==> src/rtl/move_undo_stack_pkg.sv <==
// Shared types for the move/undo stack: move encodings, undo FSM states
// and the helper that turns a move into its inverse.
package move_pkg;

  typedef enum logic [1:0] {
    X_PLUS  = 2'b00,
    X_MINUS = 2'b01,
    Y_PLUS  = 2'b10,
    Y_MINUS = 2'b11
  } dir_t;

  typedef enum logic [1:0] {
    IDLE  = 2'b00,
    POP   = 2'b01,
    APPLY = 2'b10,
    DONE  = 2'b11
  } state_t;

  // Bit 0 selects the sign of the step, so flipping it reverses the move.
  function automatic dir_t inv_dir(input dir_t d);
    return dir_t'(d ^ 2'b01);
  endfunction

endpackage

==> src/rtl/move_undo_stack_step_alu.sv <==
// Combinational step adder shared by forward pushes and undo application.
// res[SIZE] set means the stepped coordinate left the 0..2^SIZE-1 range.
module step_alu #(
  parameter int SIZE = 5,
  parameter int STEP = 5
) (
  input  logic [SIZE-1:0] in1,
  input  logic [SIZE-1:0] in2,
  input  logic            sel_y,
  input  logic            sub,
  output logic [SIZE:0]   res,
  output logic            sign
);

  logic [SIZE:0] operand;

  // Unsigned coordinate widened by one bit so both underflow and overflow land in res[SIZE].
  always_comb begin
    if (sel_y) begin
      operand = {1'b0, in2};
    end else begin
      operand = {1'b0, in1};
    end
    if (sub) begin
      res = operand - (SIZE+1)'(STEP);
    end else begin
      res = operand + (SIZE+1)'(STEP);
    end
    sign = sub & res[SIZE];
  end

endmodule

==> src/rtl/move_undo_stack.sv <==
// 2-D position tracker with a LIFO of accepted moves and an undo FSM.
// Optional build macro UNDO_ALL_EN adds an undo_all input that unwinds the whole stack.
module move_undo_stack
  import move_pkg::*;
#(
  parameter int SIZE  = 5,
  parameter int STEP  = 5,
  parameter int DEPTH = 16
) (
  input  logic            clk,
  input  logic            rst,
  input  logic            clr,
  input  logic            ld,
  input  logic [SIZE-1:0] x_ld,
  input  logic [SIZE-1:0] y_ld,
  input  logic            push,
  input  logic [1:0]      push_dir,
  input  logic            undo,
`ifdef UNDO_ALL_EN
  input  logic            undo_all,
`endif
  output logic [SIZE-1:0] x,
  output logic [SIZE-1:0] y,
  output logic            busy,
  output logic            done,
  output logic            err,
  output logic            empty,
  output logic            full
);

  localparam int PW = $clog2(DEPTH) + 1;

  state_t        state;
  logic [PW-1:0] sp;
  logic [PW-1:0] sp_dec;
  dir_t          stack [DEPTH];
  dir_t          pop_dir;
  dir_t          alu_dir;
  logic          all_mode;
  logic          all_req;
  logic [SIZE:0] alu_res;
  logic          alu_sign;
  logic          bad;
  logic          push_ok;

`ifdef UNDO_ALL_EN
  assign all_req = undo_all;
`else
  assign all_req = 1'b0;
`endif

  assign empty  = (sp == PW'(0));
  assign full   = (sp == PW'(DEPTH));
  assign sp_dec = sp - PW'(1);

  // The single ALU sees the forward move in IDLE and the inverse of the popped move otherwise.
  always_comb begin
    if (state == IDLE) begin
      alu_dir = dir_t'(push_dir);
    end else begin
      alu_dir = inv_dir(pop_dir);
    end
  end

  step_alu #(.SIZE(SIZE), .STEP(STEP)) u_alu (
    .in1   (x),
    .in2   (y),
    .sel_y (alu_dir[1]),
    .sub   (alu_dir[0]),
    .res   (alu_res),
    .sign  (alu_sign)
  );

  assign bad     = alu_res[SIZE] | alu_sign;
  assign push_ok = (state == IDLE) && !clr && !ld && push && !full && !bad;

  // Move history storage; no reset needed since sp guards every read.
  always_ff @(posedge clk) begin
    if (push_ok) begin
      stack[sp[PW-2:0]] <= dir_t'(push_dir);
    end
  end

  // Position, stack pointer and undo sequencing.
  always_ff @(posedge clk or posedge rst) begin
    if (rst) begin
      state    <= IDLE;
      sp       <= PW'(0);
      x        <= SIZE'(0);
      y        <= SIZE'(0);
      busy     <= 1'b0;
      done     <= 1'b0;
      err      <= 1'b0;
      all_mode <= 1'b0;
      pop_dir  <= X_PLUS;
    end else begin
      done <= 1'b0;
      err  <= 1'b0;
      if (clr) begin
        state    <= IDLE;
        sp       <= PW'(0);
        x        <= SIZE'(0);
        y        <= SIZE'(0);
        busy     <= 1'b0;
        all_mode <= 1'b0;
      end else begin
        case (state)
          IDLE: begin
            if (ld) begin
              x <= x_ld;
              y <= y_ld;
            end else if (push) begin
              if (push_ok) begin
                if (alu_dir[1]) y <= alu_res[SIZE-1:0];
                else            x <= alu_res[SIZE-1:0];
                sp <= sp + PW'(1);
              end else begin
                err <= 1'b1;
              end
            end else if (undo) begin
              if (empty) begin
                err <= 1'b1;
              end else begin
                state    <= POP;
                busy     <= 1'b1;
                all_mode <= 1'b0;
              end
            end else if (all_req && !empty) begin
              state    <= POP;
              busy     <= 1'b1;
              all_mode <= 1'b1;
            end
          end
          POP: begin
            pop_dir <= stack[sp_dec[PW-2:0]];
            sp      <= sp_dec;
            state   <= APPLY;
          end
          APPLY: begin
            // A failed inverse still consumes the entry.
            if (bad) begin
              err <= 1'b1;
            end else if (alu_dir[1]) begin
              y <= alu_res[SIZE-1:0];
            end else begin
              x <= alu_res[SIZE-1:0];
            end
            if (all_mode && !empty) begin
              state <= POP;
            end else begin
              state <= DONE;
              done  <= 1'b1;
            end
          end
          DONE: begin
            state    <= IDLE;
            busy     <= 1'b0;
            all_mode <= 1'b0;
          end
          default: begin
            state <= IDLE;
            busy  <= 1'b0;
          end
        endcase
      end
    end
  end

endmodule
==> config.mk <==
export PLATFORM = sky130hd
export DESIGN_NAME = move_undo_stack
export DESIGN_NICKNAME = d
export VERILOG_FILES = /design/src/rtl/move_undo_stack_pkg.sv /design/src/rtl/move_undo_stack_step_alu.sv /design/src/rtl/move_undo_stack.sv
export SDC_FILE = /design/constraint.sdc
export NUM_CORES = 1
export LEC_CHECK = 0
export ABC_CLOCK_PERIOD_IN_PS = 4500
export BUFFER_PORTS_ARGS = -buffer_cell sky130_fd_sc_hd__buf_2
export CAP_MARGIN = 40
export CORE_ASPECT_RATIO = 1.2
export CORE_MARGIN = 2
export CORE_UTILIZATION = 59
export CTS_BUF_LIST = sky130_fd_sc_hd__clkbuf_16
export DETAILED_ROUTE_END_ITERATION = 8
export PLACE_DENSITY = 0.8
export SLEW_MARGIN = 20
export SYNTH_ARGS = -nofsm -noshare
export SYNTH_HDL_FRONTEND = slang
export SYNTH_SLANG_ARGS = --single-unit
==> constraint.sdc <==
create_clock -name clk -period 4.5 [get_ports clk]
set_input_delay 0.675 -clock clk [delete_from_list [all_inputs] [get_ports clk]]
set_output_delay 0.675 -clock clk [all_outputs]
set_load 0.01 [all_outputs]
Word-level counts from Yosys, hierarchy flattened
Memory sizes are Yosys's and may differ from the RTL's. A register that Yosys moved wholly into a read port is not among the register bits.
Cells that the tools add are included.

operators by class
  bitwise gates (word level) = 4
  add/sub/neg operators = 4
  reductions and logical operators = 21
  multiplexer cells = 54
  equal/unequal tests = 13

operator list
  cell                                                                   number
  5-bit two-way mux                                                      17
  5-bit one-hot mux with 2 select lines                                  3
  1-bit two-way mux                                                      22
  3-bit inequality test, second input constant                           7
  2-bit two-way mux                                                      7
  4-bit AND reduction                                                    3
  3-bit nonzero test                                                     3
  4-bit inequality test, second input constant                           2
  2-bit one-hot mux with 4 select lines                                  1
  5-bit by 3-bit adder with 6-bit output, second input constant          1
  1-bit logical AND                                                      6
  6-bit two-way mux                                                      1
  1-bit one-hot mux with 2 select lines                                  3
  5-bit by 3-bit subtractor with 6-bit output, second input constant     1
  5-bit by 1-bit adder with 5-bit output, second input constant          1
  5-bit equality test, second input constant                             1
  1-bit logical NOT                                                      5
  5-bit logical NOT                                                      1
  5-bit AND reduction                                                    1
  5-bit by 1-bit subtractor with 5-bit output, second input constant     1
  2-bit equality test, second input constant                             2
  2-bit by 1-bit equality test with 1-bit output, second input constant  1
  2-bit logical NOT                                                      1
  1-bit inverter                                                         2
  3 further kinds                                                        3

word-level totals
  register bits = 21
  memories = 1
  output and inout bits = 15
  bits of input ports = 18
  word-level logic and storage cells = 105
  RAM bits = 32

memory list
  memory  words  bits a word  rd ports  clocked after memory_dff  wr ports  line                   source
  stack   16     2            1         1                         1         move_undo_stack.sv:36  dir_t stack [DEPTH];

Depth between registers and ports, before layout
Gate-level depths: netlist of the first run.

  depth after elaboration = 14
  depth in mapped cells = 15
  gate-level depth less buffers = 13

By module
Synthesis of the first run repeated with hierarchy kept, for this count alone.

second synthesis, totals
  cell total of the unflattened synthesis = 246
  area, all modules = 3,080.5 µm²

by module, submodules not included
  module           cells each  instances  area an instance (µm²)  sequential area each (µm²)
  move_undo_stack  216         1          2,807.7                 1,511.4
  step_alu         30          1          272.8                   0.0

Worst setup path before layout of the first run
No wires, ideal clock.

  path type = register -> register
  start point = reg state[0]
  end point = mem stack[1][0] in the netlist's numbering, enable pin
  path slack = 0.869 ns
  clock period less this slack = 3.631 ns
  buffers on the path = 3
  library setup time = 0.355 ns
  arrival time = 3.277 ns
  cell stages (with the launch flop) = 15
  data required time = 4.145 ns
  cells stage by stage = dfrtp_1 > inv_1 > ha_1 > clkbuf_1 > mux2i_1 > clkbuf_1 > nand2_1 > nand2_1 > ha_1 > a21oi_1 > o21ai_0 > a22o_1 > o21ai_2 > buf_4 > nor4b_1

on the way
  longest elaborated chain between the ends = 11
  elaborated cells between the ends (all ways) = 16
  those cells by class = 2 x add/sub; 5 x mux; 2 x bitwise; 7 x reduce/logical

ends and longest elaborated chain
  what                                                                                                   line                                                            source
  start, declared                                                                                        move_undo_stack.sv:33                                           state_t state;
  start signal, assigned                                                                                 move_undo_stack.sv:87                                           state <= IDLE;
  start signal, assigned                                                                                 move_undo_stack.sv:100                                          state <= IDLE;
  start signal, assigned                                                                                 move_undo_stack.sv:124                                          state <= POP;
  2-bit logical NOT *                                                                                    move_undo_stack.sv:58, move_undo_stack.sv:75
  2-bit two-way mux                                                                                      move_undo_stack.sv:58                                           if (state == IDLE) begin
  5-bit two-way mux                                                                                      move_undo_stack_step_alu.sv:19                                  if (sel_y) begin
  5-bit by 3-bit adder with 6-bit output or 5-bit by 3-bit subtractor with 6-bit output (tied branches)  move_undo_stack_step_alu.sv:27, move_undo_stack_step_alu.sv:25
  6-bit two-way mux                                                                                      move_undo_stack_step_alu.sv:24                                  if (sub) begin
  1-bit bitwise AND                                                                                      move_undo_stack_step_alu.sv:29                                  sign = sub & res[SIZE];
  1-bit OR                                                                                               move_undo_stack.sv:74                                           assign bad = alu_res[SIZE] | alu_sign;
  1-bit logical NOT                                                                                      move_undo_stack.sv:75                                           assign push_ok = (state == IDLE) && !clr && !ld && push && !full && !bad;
  1-bit logical AND *                                                                                    move_undo_stack.sv:75
  1-bit two-way mux *                                                                                    move_undo_stack.sv:79                                           if (push_ok) begin
  1-bit two-way mux (not written as such) *                                                              move_undo_stack.sv:80                                           stack[sp[PW-2:0]] <= dir_t'(push_dir);
  end, declared                                                                                          move_undo_stack.sv:36

Mark *: on every way between the ends. The rest lies on a longest branch, timed or not.

Worst setup path after layout of the first run
  start point = reg state[0]
  end point = mem stack[0][0] in the netlist's numbering, enable pin

The elaborated chain is that of the path after synthesis.

==> run_results.csv, run 1 <==
group,metric,value,unit
power_and_ir_drop,p_comb_frac,0.524,
min_path,hp-class,"in2async",
clock_tree,postCtsResizedCells,0,
floorplan,start_util,0.6165,
synthesis,yosysTopAreaCell,"edfxtp_1",
synthesis,synth_fa_ha_area_frac,0.05936,
grt,grtUsageMet3,0.03760,
sta,hold_violations,0,
synthesis,synth_area_leaders,"edfxtp_1 29%, dfrtp_1 17%, mux4_2 5.5%",
synthesis,synth.avg_cell_area,10.82,um^2
power_and_ir_drop,switching_share,0.4224,
grt,met1_usage,0.3125,
power_and_ir_drop,clkPwrFrac,0.173,
clock_tree,cts.sinks,54,
power_and_ir_drop,p_int,1283,uW
grt,first_global_vias,2521,
setup_path,worstPathArrival,3.86,ns
final_layout,postLayoutCellArea,0.003652,mm^2
synthesis,synth_warnings,0,
setup_path,crit_fanout,12,
synthesis,yosysUniqueCellTypes,54,
final_layout,drive_gt1_frac,0.2036,
floorplan,coreArea,0.005334,mm^2
final_layout,area_growth,11.07,%
sta,maxSlewHeadroom,0.5218,
clock_tree,root_buffer,"clkbuf_16",
power_and_ir_drop,p_seq_frac,0.303,
placed_design,gp_congestion,0.8848,
detailed_routing,wirelength,7122,um
power_and_ir_drop,leakage,0.001457,uW
detailed_routing,wl_per_cell,17.98,um
clock_tree,numCtsBuffers,5,
synthesis,synthSimpleGateAreaFrac,0.1735,
synthesis,synth_compound_gate_area_share,0.1537,
synthesis,synthTopCellsByCount,"34 x nand2_1, 32 x edfxtp_1, 22 x dfrtp_1, 20 x nor2_1, 18 x a21oi_1",
sta,tightest_slew,0.7172,ns
grt,grt-busiest-layer,"met2",
setup_path,required,4.43,ns
placed_design,portBuffers,32,
sta,fin_skew,0.004831,ns
final_layout,fin_nets,366,
detailed_routing,drc,0,
power_and_ir_drop,max-vdd-ir-drop,0.0003423,V
grt,antenna_found_initial,0,
synthesis,synth_top_cell_area_share,0.2922,
floorplan,io_pins,33,
synthesis,synth_edf_count,32,
setup_path,crit_path_end_kind,"register",
flow_run,maxCapViolCount,0,
final_layout,fin_util,0.6847,
floorplan,die_h,85.78,um
synthesis,synthCells,304,
grt,grt_first_pass_wirelength,12100,um
clock_tree,cts.reportedPaths.clkPinSlew,0.07,ns
placed_design,dp_slack,0.6784,ns
sta,finalSetupViolations,0,
sta,max_freq,254.6,MHz
sta,setup_slack,0.5721,ns
detailed_routing,drtIter0Drc,132,
synthesis,synth_area,0.003288,mm^2
final_layout,num_antenna_cells,0,
placed_design,dpl.hpwl,5207,um
grt,grt_overflow,0,
placed_design,place_area,0.003507,mm^2
synthesis,async_reset_ff_frac,0.4074,
clock_tree,post-cts-setup-buffers,0,
sta,tns,0,ns
clock_tree,clk_latency,0.29,ns
synthesis,synth_seq_cells,54,
sta,final_max_slew_viol_count,0,
synthesis,synth_top_flop_cell,"edfxtp_1",
sta,period_minus_slack,3.928,ns
synthesis,yosysMostFrequentCell,"nand2_1",
floorplan,num_rows,29,
clock_tree,clock_path_buffers,2,
outcome,outcome,"finished clean",
synthesis,synth-xor-area-share,0.01332,
grt,track_usage,0.2508,
floorplan,dieWidth,72.15,um
synthesis,synth_top_family_by_area,"simple AND/OR/NAND/NOR gates",
detailed_routing,drt_first_pass_iters,4,
floorplan,fp.dieArea,0.006189,mm^2
setup_path,crit_type,"reg2reg",
power_and_ir_drop,switchingPower,938.6,uW
clock_tree,cts.htree.levels,2,
setup_path,start_kind,"register",
clock_tree,cts_tree,"yes",
detailed_routing,drt.antenna.violating_nets,0,
synthesis,synth_seq_area_share,0.4597,
detailed_routing,dr_total_vias,2460,
synthesis,synthMuxAreaShare,0.1096,
synthesis,syn-num-nets,337,
power_and_ir_drop,power_density,608.4,mW/mm^2
grt,grt_max_degree,25,
grt,use_met2,0.4412,
sta,rsz0062_at_grt,"false",
sta,timing.final.crit_share,0.8729,
detailed_routing,vias_per_cell,6.212,
clock_tree,cts_hold_buf,0,
layer usage:
metal / wire (um) / part of all wire / up-vias
li1: - / - / 1193
met4: 142 / 0.020 / 0
met2: 3828 / 0.54 / 40
met5: 0 / 0 / -
met3: 149 / 0.021 / 11
met1: 3002 / 0.42 / 1216
path summary, 6_finish.rpt:
path / from / end / slack (ns) / cells after the start
worst max-delay path: state[0] / stack[0][0] / 0.57 / 13
worst min register to register: busy / busy / 0.53 / 2
worst max register to register: state[0] / stack[0][0] / 0.57 / 13
min in group clk: busy / busy / 0.53 / 2
worst min-delay path: rst / busy / 0.36 / 2
max in group asynchronous: rst / y[3] / 3.69 / 3
cells in the final DEF, fill, tap and decap left out, types with 6 or more instances in the layout:
| master | n |
|---|---|
| mux2_2 | 7 |
| o21ai_0 | 13 |
| nor2_1 | 20 |
| nand3_1 | 6 |
| nand2_1 | 34 |
| mux4_2 | 8 |
| ha_1 | 14 |
| o211ai_1 | 10 |
| inv_1 | 11 |
| a21oi_1 | 18 |
| nand2b_1 | 7 |
| nor4b_1 | 6 |
| edfxtp_1 | 32 |
| nor2b_1 | 11 |
| mux2i_1 | 6 |
| buf_2 | 32 |
| dfrtp_1 | 22 |
state kept, by name (all words and copies together), names as in the netlist, 2 cells and up:
| register | count |
|---|---|
| x | 5 |
| pop_dir | 2 |
| stack | 32 |
| y | 5 |
| sp | 5 |
| state | 2 |
area by class of cell:
type / count / area, um^2
clock buffer: 5 / 125.1
clock inverter: 3 / 20.02
fill: 404 / 1682
inverter: 12 / 45.04
multi-input combinational: 224 / 1675
sequential: 54 / 1511
tap: 62 / 77.57
timing repair buffer: 36 / 197.7
power by group through the flow:
stage / logic (uW) / registers [uW] / clock network, uW
floorplan: 865 / 665 / 0
global placement: 1120 / 678 / 0
detailed placement: 1140 / 679 / 0
CTS: 1160 / 670 / 387
global route: 1300 / 682 / 405
finish: 1160 / 672 / 385
stage by stage:
step	std cells	hold slack (ns)	power, uW
after global routing	396	0.3993	2383
after floorplan	304	0.4964	1529
after CTS	396	0.3785	2215
after global placement	387	0.4971	1799
after detailed placement	388	0.5255	1824
final	396	0.3606	2222
cells by family after synthesis:
kind of cell,Yosys count
adders and majority gates,15
DFF,54
and+or+nand+nor,109
buffers and inverters,26
xor gates and xnor gates,5
AOI/OAI and AO/OA,71
muxes,24
worst max-delay path: stages (launching register included):
cell and delay [ns]:
dfrtp_1 0.42, inv_1 0.12, ha_1 0.30, buf_4 0.22, mux2i_1 0.09, buf_4 0.20
nand2_1 0.07, nand2_1 0.05, ha_1 0.39, a21oi_1 0.11, o21ai_0 0.50, a22o_1 0.33
o21ai_2 0.18, nor4b_1 0.58
(Power assumes the default switching activity.)
==> run 2: changes to the inputs <==
REMOVE_ABC_BUFFERS = 1   (was unset)
==> run 2 against run 1 <==
Net effect: combinational power about the same; critical path depth is the same; register-to-register slack got worse by 0.16 ns; clock power down 1%.
==> run_results.csv, run 2 (synthesis gave the netlist of run 1 again) <==
group,metric,value,unit
final_layout,num_antenna_cells,0,
final_layout,layout_common_cells,"34 x nand2_1, 32 x buf_2, 32 x edfxtp_1",
sta,period_minus_slack,4.086,ns
placed_design,place_area,0.003507,mm^2
sta,maxSlewHeadroom,0.5447,
setup_path,worstPathArrival,4.04,ns
min_path,hp-class,"in2async",
final_layout,area_growth,11.07,%
floorplan,start_util,0.6165,
placed_design,dpl.hpwl,5268,um
grt,track_usage,0.2548,
floorplan,io_pins,33,
detailed_routing,dr_total_vias,2496,
setup_path,start_kind,"register",
clock_tree,clk_latency,0.29,ns
final_layout,drive_gt1_frac,0.2036,
floorplan,die_h,85.78,um
floorplan,coreArea,0.005334,mm^2
sta,hold_violations,0,
detailed_routing,vias_per_cell,6.303,
clock_tree,postCtsResizedCells,0,
detailed_routing,met3WireLength,270,um
floorplan,dieWidth,72.15,um
setup_path,critPathSlowestCell,"o21ai_0",
setup_path,crit_path_end_kind,"register",
clock_tree,cts.htree.levels,2,
grt,grt_max_degree,25,
floorplan,fp.dieArea,0.006189,mm^2
power_and_ir_drop,leakage,0.001457,uW
floorplan,num_rows,29,
setup_path,crit_type,"reg2reg",
sta,final_max_slew_viol_count,0,
detailed_routing,drt.antenna.violating_nets,0,
placed_design,portBuffers,32,
final_layout,layout_commonest_cell,"nand2_1",
sta,tns,0,ns
power_and_ir_drop,max-vdd-ir-drop,0.0003970,V
sta,max_freq,244.7,MHz
sta,finalSetupViolations,0,
placed_design,gp_congestion,0.8279,
detailed_routing,wl_met1,2975,um
setup_path,path_cells,"inv_1 > ha_1 > buf_4 > mux2_4 > nand2_1 > o21ai_0 > ha_1 > nand2_1 > o21ai_0 > a22oi_1 > a21boi_2 > nand2_1 > nor3b_1",
grt,grt_overflow,0,
detailed_routing,wl_met2,3878,um
detailed_routing,drtIter0Drc,262,
setup_path,slowest_delay,0.45,ns
grt,antenna_found_initial,0,
detailed_routing,wirelength,7212,um
setup_path,required,4.45,ns
grt,first_global_vias,2501,
flow_run,maxCapViolCount,0,
clock_tree,root_buffer,"clkbuf_16",
final_layout,largest_reg_flops,32,
detailed_routing,drc,0,
outcome,outcome,"finished clean",
grt,grt_first_pass_wirelength,12150,um
clock_tree,clock_path_buffers,2,
final_layout,postLayoutCellArea,0.003652,mm^2
sta,rsz0062_at_grt,"false",
setup_path,crit_fanout,16,
sta,timing.final.crit_share,0.9081,
clock_tree,cts.sinks,54,
setup_path,crit_buf_inv,2,
clock_tree,numCtsBuffers,5,
power_and_ir_drop,power_density,605.0,mW/mm^2
clock_tree,cts_tree,"yes",
clock_tree,cts.reportedPaths.clkPinSlew,0.07,ns
sta,fin_skew,0.005331,ns
sta,tightest_slew,0.6830,ns
setup_path,crit_family,"compound AO/OA/AOI/OAI gates",
detailed_routing,wl_per_cell,18.21,um
detailed_routing,dr.max_layer_used,"met4",
clock_tree,cts_hold_buf,0,
detailed_routing,drt_first_pass_iters,5,
setup_path,crit_top_cell,"nand2_1",
final_layout,fin_nets,366,
clock_tree,post-cts-setup-buffers,0,
-- run 2: cell counts in the layout (fill, tap and decap cells not counted) --
Identical to the previous run, type by type.
-- run 2: through the flow --
step	worst slack, ns	utilization	hold WS [ns]	instances	total power, uW
2_1_floorplan	0.8549	-	0.4964	290	1515
3_3_place_gp	0.6960	0.6547	0.4929	387	1792
3_5_place_dp	0.4713	0.6575	0.5091	388	1820
4_1_cts	0.4368	0.6847	0.3664	396	2213
5_1_grt	0.1248	0.6847	0.3936	396	2363
6_report	0.4135	0.6847	0.3631	396	2210
-- run 2: path summary, 6_finish.rpt --
check	from	end	slack (ns)	cells after the start
worst max-delay path	state[0]	stack[6][0]	0.41	13
min in group clk	busy	busy	0.52	2
worst min-delay path	rst	busy	0.36	2
worst max register to register	state[0]	stack[6][0]	0.41	13
worst min register to register	busy	busy	0.52	2
max in group asynchronous	rst	x[4]	3.69	3
-- run 2: power by group --
part	leakage, uW	internal (uW)	switching (uW)
sequential	0.000583	589	82.5
clock	0.0000679	206	174
combinational	0.000806	488	671
-- run 2: worst register-to-register path, delay by kind of cell, from the launching register on --
family / cells / cell delay (ns)
compound gates: 4 / 1.07
fa+ha+maj: 2 / 0.78
simple gates: 4 / 0.76
flops: 1 / 0.42
mux: 1 / 0.38
buf+inv: 2 / 0.33
-- run 2: layout make-up --
type | count | area [um^2]
fill | 413 | 1682
multi-input combinational | 224 | 1675
sequential | 54 | 1511
timing repair buffer | 36 | 197.7
clock buffer | 5 | 125.1
tap | 62 | 77.57
inverter | 12 | 45.04
clock inverter | 3 | 20.02
-- run 2: metal layers --
layer,GRT usage,vias up
met2,0.4612,62
met4,0.07204,0
met1,0.3145,1227
met3,0.03525,8
met5,0,-
li1,-,1199
